## src/rtl/clk_meas_pkg.sv

```systemverilog
// Shared constants and FSM state type for the clock ratio meter.
package clk_meas_pkg;

  localparam int unsigned DefW       = 8;
  localparam int unsigned DefLockCnt = 4;

  function automatic int unsigned timeout_lim(input int unsigned w);
    return 32'd1 << w;
  endfunction

  localparam int unsigned DefTimeoutLim = timeout_lim(DefW);

  typedef enum logic [1:0] {
    StIdle,
    StArm,
    StMeasure
  } meas_state_e;

endpackage

```

## src/rtl/clk_edge_det.sv

```systemverilog
// Samples the divided clock in the reference domain and flags its rising edges.
// Optional two-flop synchronizer ahead of the edge register when SYNC_IN_EN is defined.
module clk_edge_det (
  input  logic clk_i,
  input  logic rst_i,
  input  logic div_clk_i,
  output logic div_in_o,
  output logic rise_o
);

  logic div_in;
  logic div_d, div_q;

`ifdef SYNC_IN_EN
  logic sync1_d, sync1_q;
  logic sync2_d, sync2_q;

  always_comb begin
    sync1_d = div_clk_i;
    sync2_d = sync1_q;
  end

  always_ff @(posedge clk_i) begin
    if (rst_i) begin
      sync1_q <= 1'b0;
      sync2_q <= 1'b0;
    end else begin
      sync1_q <= sync1_d;
      sync2_q <= sync2_d;
    end
  end

  assign div_in = sync2_q;
`else
  assign div_in = div_clk_i;
`endif

  always_comb begin
    div_d = div_in;
  end

  always_ff @(posedge clk_i) begin
    if (rst_i) begin
      div_q <= 1'b0;
    end else begin
      div_q <= div_d;
    end
  end

  assign div_in_o = div_in;
  assign rise_o   = div_in & ~div_q;

endmodule

```

## src/rtl/clk_ratio_meter.sv

```systemverilog
// Measures period and high time of a divided clock in reference cycles, with lock and timeout.
// Define SYNC_IN_EN to synchronize i_div_clk when it comes from another clock domain.
module clk_ratio_meter
  import clk_meas_pkg::*;
#(
  parameter int unsigned W        = DefW,
  parameter int unsigned LOCK_CNT = DefLockCnt
) (
  input  logic         i_ref_clk,
  input  logic         i_rst,
  input  logic         i_meas_en,
  input  logic         i_div_clk,
  output logic [W-1:0] o_period,
  output logic [W-1:0] o_high,
  output logic         o_odd,
  output logic         o_valid,
  output logic         o_locked,
  output logic         o_timeout
);

  localparam logic [W:0] CntLim = (W+1)'(timeout_lim(W));
  localparam logic [W:0] CntOne = (W+1)'(1);
  localparam logic [3:0] LockM  = 4'(LOCK_CNT);

  logic div_in, rise;

  meas_state_e state_d, state_q;
  logic [W:0]   cnt_d, cnt_q;
  logic [W-1:0] hcnt_d, hcnt_q;
  logic [3:0]   m_d, m_q;
  logic [W-1:0] period_d, period_q;
  logic [W-1:0] high_d, high_q;
  logic         valid_d, valid_q;
  logic         locked_d, locked_q;
  logic         timeout_d, timeout_q;

  clk_edge_det u_edge_det (
    .clk_i     (i_ref_clk),
    .rst_i     (i_rst),
    .div_clk_i (i_div_clk),
    .div_in_o  (div_in),
    .rise_o    (rise)
  );

  always_comb begin
    state_d   = state_q;
    cnt_d     = cnt_q;
    hcnt_d    = hcnt_q;
    m_d       = m_q;
    period_d  = period_q;
    high_d    = high_q;
    valid_d   = 1'b0;
    locked_d  = locked_q;
    timeout_d = timeout_q;

    if (!i_meas_en) begin
      state_d   = StIdle;
      cnt_d     = '0;
      hcnt_d    = '0;
      m_d       = '0;
      locked_d  = 1'b0;
      timeout_d = 1'b0;
    end else begin
      case (state_q)
        StIdle: begin
          state_d = StArm;
          cnt_d   = '0;
          hcnt_d  = '0;
        end
        StArm, StMeasure: begin
          if (cnt_q == CntLim) begin
            // No edge within the measurable range: restart the hunt for a reference edge.
            state_d   = StArm;
            cnt_d     = '0;
            hcnt_d    = '0;
            m_d       = '0;
            locked_d  = 1'b0;
            timeout_d = 1'b1;
          end else if (rise) begin
            state_d = StMeasure;
            cnt_d   = CntOne;
            hcnt_d  = {{(W-1){1'b0}}, div_in};
            if (state_q == StMeasure) begin
              valid_d   = 1'b1;
              period_d  = cnt_q[W-1:0];
              high_d    = hcnt_q;
              timeout_d = 1'b0;
              // m_q == 0 marks the first measurement since arming.
              if (m_q != 4'd0 && cnt_q[W-1:0] == period_q) begin
                if (m_q < LockM) begin
                  m_d = m_q + 4'd1;
                end
              end else begin
                m_d = 4'd1;
              end
              locked_d = (m_d == LockM);
            end
          end else begin
            cnt_d  = cnt_q + CntOne;
            hcnt_d = hcnt_q + {{(W-1){1'b0}}, div_in};
          end
        end
        default: state_d = StIdle;
      endcase
    end
  end

  always_ff @(posedge i_ref_clk) begin
    if (i_rst) begin
      state_q   <= StIdle;
      cnt_q     <= '0;
      hcnt_q    <= '0;
      m_q       <= '0;
      period_q  <= '0;
      high_q    <= '0;
      valid_q   <= 1'b0;
      locked_q  <= 1'b0;
      timeout_q <= 1'b0;
    end else begin
      state_q   <= state_d;
      cnt_q     <= cnt_d;
      hcnt_q    <= hcnt_d;
      m_q       <= m_d;
      period_q  <= period_d;
      high_q    <= high_d;
      valid_q   <= valid_d;
      locked_q  <= locked_d;
      timeout_q <= timeout_d;
    end
  end

  assign o_period  = period_q;
  assign o_high    = high_q;
  assign o_odd     = period_q[0];
  assign o_valid   = valid_q;
  assign o_locked  = locked_q;
  assign o_timeout = timeout_q;

endmodule

```

## config.mk

```make
export PLATFORM = sky130hd
export DESIGN_NAME = clk_ratio_meter
export DESIGN_NICKNAME = d
export VERILOG_FILES = /design/src/rtl/clk_meas_pkg.sv /design/src/rtl/clk_edge_det.sv /design/src/rtl/clk_ratio_meter.sv
export SDC_FILE = /design/constraint.sdc
export NUM_CORES = 1
export LEC_CHECK = 0
export BUFFER_PORTS_ARGS = -buffer_cell sky130_fd_sc_hd__buf_2
export CORE_ASPECT_RATIO = 1.25
export CORE_MARGIN = 5
export CORE_UTILIZATION = 50
export CTS_CLUSTER_SIZE = 10
export DETAILED_ROUTE_END_ITERATION = 16
export GPL_TIMING_DRIVEN = 1
export PLACE_DENSITY = 0.7
export SYNTH_ARGS = -nofsm -noshare
export SYNTH_HDL_FRONTEND = slang
export SYNTH_SLANG_ARGS = --single-unit
```

## constraint.sdc

```tcl
create_clock -name i_ref_clk -period 3.5 [get_ports i_ref_clk]
set_input_delay 0.525 -clock i_ref_clk [delete_from_list [all_inputs] [get_ports i_ref_clk]]
set_output_delay 0.525 -clock i_ref_clk [all_outputs]
set_load 0.005 [all_outputs]
```

==> impl_metrics.ini <==
[finish]
layout-drive-gt1-share = 0.168
fin_nets = 250
n_fill_cell = 413
register_area_um2 = 861
diodes = 0
area_growth_pct = 11.9
final_util = 0.569
multi_input_area_um2 = 1090
fin_area_um2 = 2290

[floorplanning]
die_y_um = 81.6
rows = 26
die-area_um2 = 5490
fp.dieW_um = 67.3
core_um2 = 4030
pin_count = 24
start_util = 0.508

[place]
dp_hpwl_um = 2910
place_ws_ps = 1170
place_area_um2 = 2180
io_buffers = 23
routabilityCongestion = 0.833

[yosys]
synthTopCellsByCount = dfxtp_1, nor2_1, mux2i_1
synthFlopType = dfxtp_1
synth.top_cells.by_area = dfxtp_1, mux2i_1, nor2_1, xor2_1, ha_1
ys_ff_latch = 43
synth_area_per_cell_um2 = 9.44
synth_cell_types = 41
async_flop_share = 0
yosysWarnings = 0
syn-num-nets = 230
yosysTopAreaCellShare = 0.420
yosysTopAreaCell = dfxtp_1
synth_enable_flop_cells = 0
netlist_instances = 217
ys_seq_area_frac = 0.420
synth.most_common_cell = dfxtp_1
netlist_area_um2 = 2050

[setup_path]
crit_type = register to register
startpoint = cnt_q[0]
arrival_ps = 2380
critical_path.slowest_cell = a2111oi_4
cp-start-kind = register
worstSetupEndpointType = register
rr_endpoint = o_period[2]
cp_slowest_stage_delay_ps = 560
setup.worst_path.end = o_period[2]
reg2reg_from = cnt_q[0]
reg2reg_depth = 7
r2r_slack_ps = 1300
worstPathRequired_ps = 3680
cp_max_fo = 11
crit_chain = inv_1, ha_1, nor4b_2, a2111oi_4, buf_4, mux2i_1, nor2_1

[clock_tree]
cts_buffer_depth = 2
cts.repair.resized = 0
clk_latency_ps = 300
clk_pin_slew_worst_paths_ps = 80
postCtsSetupRepairBufs = 0
clockRootBuffer = clkbuf_8
tritoncts = yes
cts_buffers = 5
cts_hold_buf = 0
cts_max_level = 2
cts_sinks = 43

[routing]
wl_per_cell_um = 13.6
vias_per_cell = 5.28
drt_wl_total_um = 3990
drt_pass1_iterations = 4
vias = 1552
antenna_left = 0
first_iter_violations = 67
drc = 0

[sta]
fmax_mhz = 454
min_period_over_period = 0.630
tightest_slew_ps = 832
finalSetupTns_ps = 0
finalHoldViolations = 0
skew_ps = 6.70
slew-limit-headroom = 0.440
setup_violations = 0
finalWorstPathRequiredPeriod_ps = 2200
setup_ws_ps = 1300
final_max_slew_viol_count = 0
rsz0062_at_grt = no

[power_and_ir_drop]
ir_worst_vdd_uv = 327
p_leak_nw = 0.892
cellPowerDensity_nw_per_um2 = 398

[global_routing]
grt_max_degree = 20
grt_use_total = 0.173
gr-total-overflow = 0
antenna_found_initial = 0
grt_pass1_vias = 1589
grt_pass1_wl_um = 7190

[min_path]
min_from = o_locked
hp-class = register to register

[run]
max_cap_viol_count = 0

[status]
outcome = completed
## cells in the final DEF (no fill, tap or decap), types with 3 or more instances in the layout
cell and count:
mux2i_1 16, xnor2_1 8, xor2_1 13, clkbuf_8 5
nand3b_1 4, dfxtp_1 43, ha_1 9, nor2_1 36
nand3_1 5, buf_2 23, nand2_1 10, nand4b_1 3
a21oi_1 9, nor2b_1 4, inv_1 10, o21ai_0 3
## state kept, by name (all words and copies together), names as in the netlist
name / flops
cnt_q: 9
hcnt_q: 8
m_q: 4
o_high: 8
o_locked: 1
o_period: 8
o_timeout: 1
o_valid: 1
state_q: 2
u_edge_det.div_q: 1
## how the worst min path moves through the flow
stage | to | slack (ps) | cells after the start
2_1_floorplan | o_locked | 450 | 2
3_3_place_gp | o_timeout | 440 | 2
3_5_place_dp | o_locked | 440 | 2
4_1_cts | o_locked | 460 | 2
5_1_grt | o_timeout | 500 | 2
6_report | o_locked | 460 | 2
## cell type report
type,count,share of cell area
Clock inverter,3,0.0191
Tap cell,56,0.0306
Clock buffer,5,0.0300
Inverter,10,0.0164
Multi-Input combinational cell,153,0.475
Sequential cell,43,0.375
Timing Repair Buffer,24,0.0535
## metrics by stage
| stage | power, mW | hold slack, ps | instances |
|---|---|---|---|
| 6_report | 0.912 | 457 | 294 |
| 5_1_grt | 0.949 | 499 | 294 |
| 4_1_cts | 0.924 | 458 | 294 |
| 3_5_place_dp | 0.537 | 445 | 286 |
| 3_3_place_gp | 0.536 | 442 | 286 |
| 2_1_floorplan | 0.528 | 450 | 217 |
## where the power goes
part	total (mW)	switching, mW	leakage, nW	internal, mW
Clock	0.387	0.174	0.0581	0.212
Combinational	0.0318	0.0215	0.487	0.0102
Sequential	0.493	0.00211	0.347	0.491
## metal layers
metal,part of all wire,vias to the layer above,GRT usage
met5,0,-,0
met4,0.015,0,0.0751
met3,0.040,6,0.0451
met2,0.49,27,0.299
met1,0.45,731,0.199
li1,-,788,-
## worst max-delay path: cells and delay by family (launching register included)
kind	cells	cell delay [ps]
and+or+nand+nor	2	250
buffers and inverters	2	400
AOI/OAI and AO/OA	1	560
muxes	1	210
DFF	1	450
adders and majority gates	1	200
## cell families (layout without fill, tap and decap cells)
kind of cell | count (synthesis) | after routing | share of synthesized area
fa+ha+maj | 9 | 9 | 0.0549
mux | 16 | 16 | 0.0781
flops | 43 | 43 | 0.420
compound gates | 27 | 27 | 0.101
simple gates | 80 | 80 | 0.208
xor+xnor | 21 | 21 | 0.0897
buf+inv | 21 | 42 | 0.0482
No activity file was read; power rests on OpenSTA's default activity.
